[src/rtl/scope_pkg.sv]
// Shared encodings, channel command type and saturating helpers for the
// oscilloscope front-panel controller.
package scope_pkg;

    localparam logic [1:0] MODE_CURSOR = 2'b00;
    localparam logic [1:0] MODE_OFFSET = 2'b01;
    localparam logic [1:0] MODE_SCALE  = 2'b10;
    localparam logic [1:0] MODE_HOLD   = 2'b11;

    localparam logic [1:0] BTN_INC1 = 2'd3;
    localparam logic [1:0] BTN_DEC1 = 2'd2;
    localparam logic [1:0] BTN_INC2 = 2'd1;
    localparam logic [1:0] BTN_DEC2 = 2'd0;

    // Arithmetic is done at this width so every field fits with headroom.
    localparam int VAL_W = 16;
    typedef logic [VAL_W-1:0] val_t;

    typedef enum logic [3:0] {
        CH_NOP,
        CH_OFS_INC,
        CH_OFS_DEC,
        CH_OFS_INC_C,
        CH_OFS_DEC_C,
        CH_OFS_DEF,
        CH_SH_INC,
        CH_SH_DEC,
        CH_SH_DEF,
        CH_HOLD_TGL,
        CH_HOLD_CLR,
        CH_HOLD_SET
    } ch_op_t;

    typedef struct packed {
        ch_op_t     op;
        logic [2:0] ch;
    } ch_cmd_t;

    typedef struct packed {
        logic       vld;
        logic [1:0] idx;
    } btn_sel_t;

    function automatic val_t sat_inc(val_t value, val_t step, val_t limit);
        val_t room;
        room = (value >= limit) ? '0 : limit - value;
        return (step >= room) ? limit : value + step;
    endfunction

    // limit is the floor for a decrement
    function automatic val_t sat_dec(val_t value, val_t step, val_t limit);
        return (value <= limit + step) ? limit : value - step;
    endfunction

    function automatic btn_sel_t first_btn(logic [3:0] b);
        btn_sel_t s;
        s.vld = |b;
        s.idx = BTN_DEC2;
        if (b[BTN_INC1])      s.idx = BTN_INC1;
        else if (b[BTN_DEC1]) s.idx = BTN_DEC1;
        else if (b[BTN_INC2]) s.idx = BTN_INC2;
        return s;
    endfunction

endpackage

[src/rtl/scope_btn_tick.sv]
// Action tick divider plus button synchroniser and held/edge detection
// sampled on each tick.
module scope_btn_tick #(
    parameter int TICK_DIV = 20
) (
    input  logic       clock,
    input  logic       reset,
    input  logic [3:0] btn_n,
    output logic       tick,
    output logic [3:0] held,
    output logic [3:0] pressed_edge
);

    logic [TICK_DIV-1:0] cnt;
    logic [1:0][3:0]     sync_pipe;
    logic [3:0]          prev;
    logic [3:0]          pressed;

    assign pressed      = ~sync_pipe[1];
    assign tick         = &cnt;
    assign held         = pressed;
    assign pressed_edge = pressed & ~prev;

    always_ff @(posedge clock) begin
        if (reset) begin
            cnt       <= '0;
            sync_pipe <= '1;
            prev      <= '0;
        end else begin
            cnt       <= cnt + 1'b1;
            sync_pipe <= {sync_pipe[0], btn_n};
            // prev advances on every tick regardless of mode, so a mode
            // switch with a button already down never looks like a new press
            if (tick) prev <= pressed;
        end
    end

endmodule

[src/rtl/scope_ctrl_nch.sv]
// N-channel oscilloscope front-panel controller: saturating cursors plus
// per-channel offset, shift and hold driven by four push buttons.
module scope_ctrl_nch #(
    parameter int NUM_CH    = 4,
    parameter int CUR_W     = 11,
    parameter int SHIFT_W   = 4,
    parameter int TICK_DIV  = 20,
    parameter int X_MAX     = 639,
    parameter int Y_MAX     = 479,
    parameter int X1_DEF    = 32,
    parameter int X2_DEF    = 90,
    parameter int Y1_DEF    = 25,
    parameter int Y2_DEF    = 100,
    parameter int OFF_DEF   = 30,
    parameter int SHIFT_DEF = 0,
    parameter int COARSE    = 8
) (
    input  logic                      clock,
    input  logic                      reset,
    input  logic [1:0]                mode_sel,
    input  logic [2:0]                ch_sel,
    input  logic                      cursor_axis,
    input  logic                      cursor_pair,
    input  logic [3:0]                btn_n,
    input  logic [1:0]                cur_en_sw,
    input  logic [NUM_CH-1:0]         ch_en_sw,
    output logic [CUR_W-1:0]          cursor_x1,
    output logic [CUR_W-1:0]          cursor_x2,
    output logic [CUR_W-1:0]          cursor_y1,
    output logic [CUR_W-1:0]          cursor_y2,
    output logic                      cursor_x_en,
    output logic                      cursor_y_en,
    output logic [NUM_CH*CUR_W-1:0]   ch_offset,
    output logic [NUM_CH*SHIFT_W-1:0] ch_shift,
    output logic [NUM_CH-1:0]         ch_en,
    output logic [NUM_CH-1:0]         ch_hold,
    output logic                      tick
);
    import scope_pkg::*;

    localparam val_t ZERO    = '0;
    localparam val_t ONE     = val_t'(1);
    localparam val_t STEP_C  = val_t'(COARSE);
    localparam val_t LIM_X   = val_t'(X_MAX);
    localparam val_t LIM_Y   = val_t'(Y_MAX);
    localparam val_t LIM_SH  = val_t'((1 << SHIFT_W) - 1);

    logic [3:0] held;
    logic [3:0] pressed_edge;
    btn_sel_t   hsel;
    btn_sel_t   esel;
    logic       ch_valid;
    ch_cmd_t    cmd;

    scope_btn_tick #(.TICK_DIV(TICK_DIV)) u_btn_tick (
        .clock        (clock),
        .reset        (reset),
        .btn_n        (btn_n),
        .tick         (tick),
        .held         (held),
        .pressed_edge (pressed_edge)
    );

    assign hsel     = first_btn(held);
    assign esel     = first_btn(pressed_edge);
    assign ch_valid = int'(ch_sel) < NUM_CH;

    // ---------------- cursors ----------------
    val_t c1, c2, lim, c1_nxt, c2_nxt;

    always_comb begin
        c1     = cursor_axis ? val_t'(cursor_y1) : val_t'(cursor_x1);
        c2     = cursor_axis ? val_t'(cursor_y2) : val_t'(cursor_x2);
        lim    = cursor_axis ? LIM_Y : LIM_X;
        c1_nxt = c1;
        c2_nxt = c2;
        if (hsel.vld && cursor_pair) begin
            // paired moves are all-or-nothing so the spacing never changes
            if (hsel.idx == BTN_INC1) begin
                if (c1 < lim && c2 < lim) begin
                    c1_nxt = c1 + ONE;
                    c2_nxt = c2 + ONE;
                end
            end else if (hsel.idx == BTN_DEC1) begin
                if (c1 != ZERO && c2 != ZERO) begin
                    c1_nxt = c1 - ONE;
                    c2_nxt = c2 - ONE;
                end
            end
        end else if (hsel.vld) begin
            case (hsel.idx)
                BTN_INC1: c1_nxt = sat_inc(c1, ONE, lim);
                BTN_DEC1: c1_nxt = sat_dec(c1, ONE, ZERO);
                BTN_INC2: c2_nxt = sat_inc(c2, ONE, lim);
                default:  c2_nxt = sat_dec(c2, ONE, ZERO);
            endcase
        end
    end

    always_ff @(posedge clock) begin
        if (reset) begin
            cursor_x1   <= CUR_W'(X1_DEF);
            cursor_x2   <= CUR_W'(X2_DEF);
            cursor_y1   <= CUR_W'(Y1_DEF);
            cursor_y2   <= CUR_W'(Y2_DEF);
            cursor_x_en <= 1'b0;
            cursor_y_en <= 1'b0;
            ch_en       <= '0;
        end else if (tick) begin
            cursor_x_en <= cur_en_sw[0];
            cursor_y_en <= cur_en_sw[1];
            ch_en       <= ch_en_sw;
            if (mode_sel == MODE_CURSOR) begin
                if (cursor_axis) begin
                    cursor_y1 <= CUR_W'(c1_nxt);
                    cursor_y2 <= CUR_W'(c2_nxt);
                end else begin
                    cursor_x1 <= CUR_W'(c1_nxt);
                    cursor_x2 <= CUR_W'(c2_nxt);
                end
            end
        end
    end

    // ---------------- channel command decode ----------------
    always_comb begin
        cmd.op = CH_NOP;
        cmd.ch = ch_sel;
        case (mode_sel)
            MODE_OFFSET: if (hsel.vld) begin
                case (hsel.idx)
                    BTN_INC1: cmd.op = CH_OFS_INC;
                    BTN_DEC1: cmd.op = CH_OFS_DEC;
                    BTN_INC2: cmd.op = CH_OFS_INC_C;
                    default:  cmd.op = CH_OFS_DEC_C;
                endcase
            end
            MODE_SCALE: if (esel.vld) begin
                case (esel.idx)
                    BTN_INC1: cmd.op = CH_SH_INC;
                    BTN_DEC1: cmd.op = CH_SH_DEC;
                    BTN_INC2: cmd.op = CH_SH_DEF;
                    default:  cmd.op = CH_OFS_DEF;
                endcase
            end
            MODE_HOLD: if (esel.vld) begin
                case (esel.idx)
                    BTN_INC1: cmd.op = CH_HOLD_TGL;
                    BTN_DEC1: cmd.op = CH_HOLD_CLR;
                    BTN_INC2: cmd.op = CH_HOLD_SET;
                    default:  cmd.op = CH_NOP;
                endcase
            end
            default: cmd.op = CH_NOP;
        endcase
        if (!ch_valid) cmd.op = CH_NOP;
    end

    // ---------------- per-channel state ----------------
    for (genvar k = 0; k < NUM_CH; k++) begin : g_ch
        logic [CUR_W-1:0]   ofs;
        logic [SHIFT_W-1:0] sh;
        logic               hold;
        logic               hit;
        val_t               ofs_v;
        val_t               sh_v;

        assign hit   = (cmd.ch == 3'(k));
        assign ofs_v = val_t'(ofs);
        assign sh_v  = val_t'(sh);

        always_ff @(posedge clock) begin
            if (reset) begin
                ofs  <= CUR_W'(OFF_DEF);
                sh   <= SHIFT_W'(SHIFT_DEF);
                hold <= 1'b0;
            end else if (tick) begin
                case (cmd.op)
                    CH_OFS_INC:   if (hit) ofs <= CUR_W'(sat_inc(ofs_v, ONE, LIM_Y));
                    CH_OFS_DEC:   if (hit) ofs <= CUR_W'(sat_dec(ofs_v, ONE, ZERO));
                    CH_OFS_INC_C: if (hit) ofs <= CUR_W'(sat_inc(ofs_v, STEP_C, LIM_Y));
                    CH_OFS_DEC_C: if (hit) ofs <= CUR_W'(sat_dec(ofs_v, STEP_C, ZERO));
                    CH_OFS_DEF:   if (hit) ofs <= CUR_W'(OFF_DEF);
                    CH_SH_INC:    if (hit) sh <= SHIFT_W'(sat_inc(sh_v, ONE, LIM_SH));
                    CH_SH_DEC:    if (hit) sh <= SHIFT_W'(sat_dec(sh_v, ONE, ZERO));
                    CH_SH_DEF:    if (hit) sh <= SHIFT_W'(SHIFT_DEF);
                    CH_HOLD_TGL:  if (hit) hold <= ~hold;
                    CH_HOLD_CLR:  hold <= 1'b0;
                    CH_HOLD_SET:  hold <= 1'b1;
                    default: ;
                endcase
            end
        end

        assign ch_offset[k*CUR_W +: CUR_W]   = ofs;
        assign ch_shift[k*SHIFT_W +: SHIFT_W] = sh;
        assign ch_hold[k]                     = hold;
    end

endmodule

[config.mk]
export PLATFORM = sky130hd
export DESIGN_NAME = scope_ctrl_nch
export DESIGN_NICKNAME = d
export VERILOG_FILES = /design/src/rtl/scope_pkg.sv /design/src/rtl/scope_btn_tick.sv /design/src/rtl/scope_ctrl_nch.sv
export SDC_FILE = /design/constraint.sdc
export NUM_CORES = 1
export LEC_CHECK = 0
export ABC_AREA = 1
export CAP_MARGIN = 20
export CELL_PAD_IN_SITES_DETAIL_PLACEMENT = 0
export CELL_PAD_IN_SITES_GLOBAL_PLACEMENT = 1
export CORE_ASPECT_RATIO = 0.5
export CORE_MARGIN = 4
export CORE_UTILIZATION = 44
export DETAILED_ROUTE_END_ITERATION = 16
export GPL_TIMING_DRIVEN = 0
export PLACE_DENSITY = 0.92
export SYNTH_ARGS = -nofsm -noshare
export SYNTH_HDL_FRONTEND = slang
export SYNTH_SLANG_ARGS = --single-unit
[constraint.sdc]
create_clock -name clock -period 4.5 [get_ports clock]
set_input_delay 0.9 -clock clock [delete_from_list [all_inputs] [get_ports clock]]
set_output_delay 0.9 -clock clock [all_outputs]
set_load 0.01 [all_outputs]
==> impl_metrics.py, run 1 <==
metrics = {
    "status": {
        "status": "finished, final reports clean",
    },
    "grt": {
        "overflow": 0,
        "grt_max_degree": 17,
        "grt_pass1_wl_um": 80300,
        "grt_usage": 0.280,
        "antenna_found_initial": 0,
        "first_global_vias": 14600,
    },
    "sta": {
        "fmax_mhz": 241,
        "fin_crit_sh": 0.921,
        "worstMarginPinSlew_ps": 1010,
        "setup_violations": 0,
        "slew_headroom": 0.324,
        "finalHoldViolCount": 0,
        "finalClockSkew_ps": 12.2,
        "hold_ws_ps": 415,
        "rsz0062_at_grt": "false",
        "fin_ws_ps": 355,
        "maxSlewViolCount": 0,
        "layout_min_cycle_time_ps": 4150,
    },
    "synthesis": {
        "ys_ff_latch": 146,
        "ys.flop_type": "dfxtp_1",
        "async_flop_share": 0,
        "ys_types": 55,
        "synth-edff-count": 0,
        "synth_area_per_cell_um2": 5.96,
        "synthCells": 2392,
        "syn_area_um2": 14300,
        "synth-seq-area-share": 0.205,
        "yosysWarnings": 0,
        "synth.net_count": 2491,
    },
    "power": {
        "switchingPower_mw": 1.09,
        "power_density_nw_per_um2": 202,
        "pwr-share-seq": 0.385,
        "static-leakage-power_nw": 7.76,
        "power_mw": 3.37,
        "p_comb_frac": 0.160,
        "p_clk_frac": 0.455,
        "ir_drop_v": 0.000258,
        "netSwitchingFraction": 0.322,
        "power.internal_mw": 2.29,
    },
    "critical_path": {
        "path_delay_family": "simple AND/OR/NAND/NOR gates",
        "crit_start": "cursor_axis",
        "path_buf_inv": 5,
        "regToRegEndpoint": "g_ch[2].ofs[6]",
        "cp.depth": 24,
        "crit_path_max_incr_delay_ps": 390,
        "crit_path_frequent_cell": "nand2_1",
        "path_max_fanout": 10,
        "reg2reg_from": "u_btn_tick.sync_pipe[7]",
        "arrival_ps": 4500,
        "reg2regPathDepth": 16,
        "crit_required_ps": 4860,
        "worst-setup-path-type": "primary input to register",
        "crit_path_end_kind": "register",
        "critical_path.cell_chain": "clkbuf_2 -> buf_4 -> buf_4 -> nand2_1 -> nand2_1 -> inv_1 -> ha_1 -> nand2_1 -> nor2_1 -> nor2_1 -> nand2_1 -> nand2_1 -> nor2_1 -> nand3_1 -> nand2_2 -> nand2_1 -> nand3_1 -> nand2_1 -> nand2_1 -> nand2_1 -> nand2_1 -> nand3_1 -> nand2_1 -> inv_1",
        "rrSetupSlack_ps": 780,
        "cp-endpoint": "cursor_x2[8]",
        "crit_slowest_cell": "ha_1",
        "cp-start-kind": "primary input",
    },
    "clocking": {
        "clock_sinks": 146,
        "cts_root_buffer": "clkbuf_16",
        "htreeDepth": 4,
        "cts_tree": "built",
        "clkTransAtPathRegs_ps": 70,
        "cts_buffers": 17,
        "ctsHoldBuffers": 0,
        "cts_buffer_depth": 2,
        "insertion_delay_ps": 460,
    },
    "place": {
        "portBuffers": 133,
        "post-place-ws_ps": -564,
        "post_dp_cell_area_um2": 16100,
        "place_hpwl_um": 38200,
        "place_congestion": 0.988,
    },
    "detailed_routing": {
        "drc_errors": 0,
        "drt-total-wl_um": 51600,
        "drtPass1Iterations": 7,
        "ant_nets": 0,
        "drtIter0Drc": 1756,
        "avgRoutedWirePerCell_um": 17.3,
        "via_per_inst": 5.46,
        "num_vias": 16300,
    },
    "final_layout": {
        "fill_cells": 3309,
        "fin_nets": 2643,
        "diodes": 0,
        "syn_to_final_growth_pct": 17.3,
        "layout_commonest_cell": "nand2_1",
        "layout_common_cells": "nand2_1 (579), nor2_1 (344), inv_1 (246)",
        "final_area_um2": 16700,
        "drive_gt1_frac": 0.0657,
    },
    "die": {
        "die_y_um": 135,
        "die-width_um": 263,
        "io_pins": 134,
        "die_area_um2": 35500,
        "core_area_um2": 31800,
        "initial_core_util": 0.448,
        "fp-row-count": 46,
    },
    "min_path": {
        "worstHoldStart": "u_btn_tick.sync_pipe[0]",
        "hp-class": "register to register",
    },
    "job": {
        "maxCapViolCount": 0,
    },
}
[worst min path at each step]
stage | endpoint | slack, ps | depth (start not counted)
finish | u_btn_tick.sync_pipe[4] | 410 | 1
CTS | u_btn_tick.sync_pipe[5] | 420 | 1
detailed placement | u_btn_tick.sync_pipe[6] | 400 | 1
global placement | u_btn_tick.sync_pipe[7] | 390 | 1
global route | u_btn_tick.sync_pipe[6] | 420 | 1
floorplan | u_btn_tick.sync_pipe[4] | 390 | 1
[sequential cells by signal, summed over array words and instances (netlist names)]
signal                count
cursor_x_en               1
cursor_y2                11
cursor_x2                11
u_btn_tick.sync_pipe      8
cursor_y_en               1
ch_en                     4
g_ch.sh                  16
cursor_x1                11
u_btn_tick.cnt           20
g_ch.ofs                 44
g_ch.hold                 4
u_btn_tick.prev           4
cursor_y1                11
[cell families after synthesis]
| kind of cell | Yosys count | share of synthesized area |
|---|---|---|
| AO/OA/AOI/OAI | 363 | 0.148 |
| XOR/XNOR | 111 | 0.0682 |
| adder cells (fa/ha/maj) | 80 | 0.0702 |
| buffers and inverters | 365 | 0.105 |
| flip-flops | 146 | 0.205 |
| multiplexers | 1 | 0.000790 |
| AND/OR/NAND/NOR | 1326 | 0.403 |
[synthesized netlist by cell type, types with 14 or more instances]
cell | count | area share
nor3_1 | 53 | 0.019
ha_1 | 80 | 0.070
xor2_1 | 105 | 0.064
o21ai_0 | 126 | 0.044
a21oi_1 | 120 | 0.042
inv_2 | 20 | 0.0053
o211ai_1 | 17 | 0.0089
nand4_1 | 50 | 0.022
buf_2 | 14 | 0.0049
clkbuf_1 | 51 | 0.013
o21ai_1 | 24 | 0.0084
inv_1 | 246 | 0.065
nor2_1 | 344 | 0.091
dfxtp_1 | 146 | 0.20
nand2_1 | 579 | 0.15
nand3_1 | 230 | 0.081
a211oi_1 | 15 | 0.0079
nand2_2 | 15 | 0.0066
[power by group through the flow]
stage                     clock, mW  sequential, mW  combinational [mW]
after floorplan                   0            1.33               0.356
after global placement            0            1.33               0.519
after detailed placement          0            1.33               0.521
after CTS                      1.55            1.30               0.523
after global routing           1.61            1.30               0.585
final                          1.54            1.30               0.539
[worst register-to-register path, stage by stage (launching register included)]
cell,delay (ps)
dfxtp_1,470
nand2_2,170
inv_1,110
clkbuf_1,620
ha_1,270
nand3_1,80
nand2_1,140
nand2_1,100
nor2_2,240
nand3_4,260
nand2_2,350
nor2_4,130
buf_2,260
o21ai_0,140
nand4_1,140
nor2_1,120
nor2_1,40
[repair_timing]
item	CTS	global route
buffers inserted	0	0
cloned	0	0
resized for setup	2	2
endpoints found under the setup margin	16	29
[per-layer routing]
metal,vias up,GRT usage,part of all wire
li1,8088,-,-
met1,7494,0.382,0.44
met2,655,0.451,0.45
met3,97,0.0543,0.081
met4,0,0.0915,0.028
met5,-,0,0
[per-stage QoR]
| stage | std cells | setup TNS, ps | util |
|---|---|---|---|
| finish | 2989 | 0 | 0.526 |
| global route | 2989 | 0 | 0.526 |
| CTS | 2989 | 0 | 0.526 |
| detailed placement | 2957 | -17730 | 0.507 |
| global placement | 2957 | -18060 | 0.507 |
| floorplan | 2392 | 0 | - |
[layout make-up]
class                           count  area, um2  share of cell area
Sequential cell                   146       2920               0.175
Clock buffer                       17        425              0.0254
Buffer                             91        459              0.0275
Timing Repair Buffer              133       1330              0.0793
Multi-Input combinational cell   1881       9850               0.589
Tap cell                          432        541              0.0323
Inverter                          274       1030              0.0616
Clock inverter                     15        170              0.0102
Power figures use the tool's default switching activity.
==> run 2, diff against run 1 <==
- TNS_END_PERCENT: not set -> 100
==> results of run 2 <==
No change in the layout: final DEF, timing and power equal those of run 1.
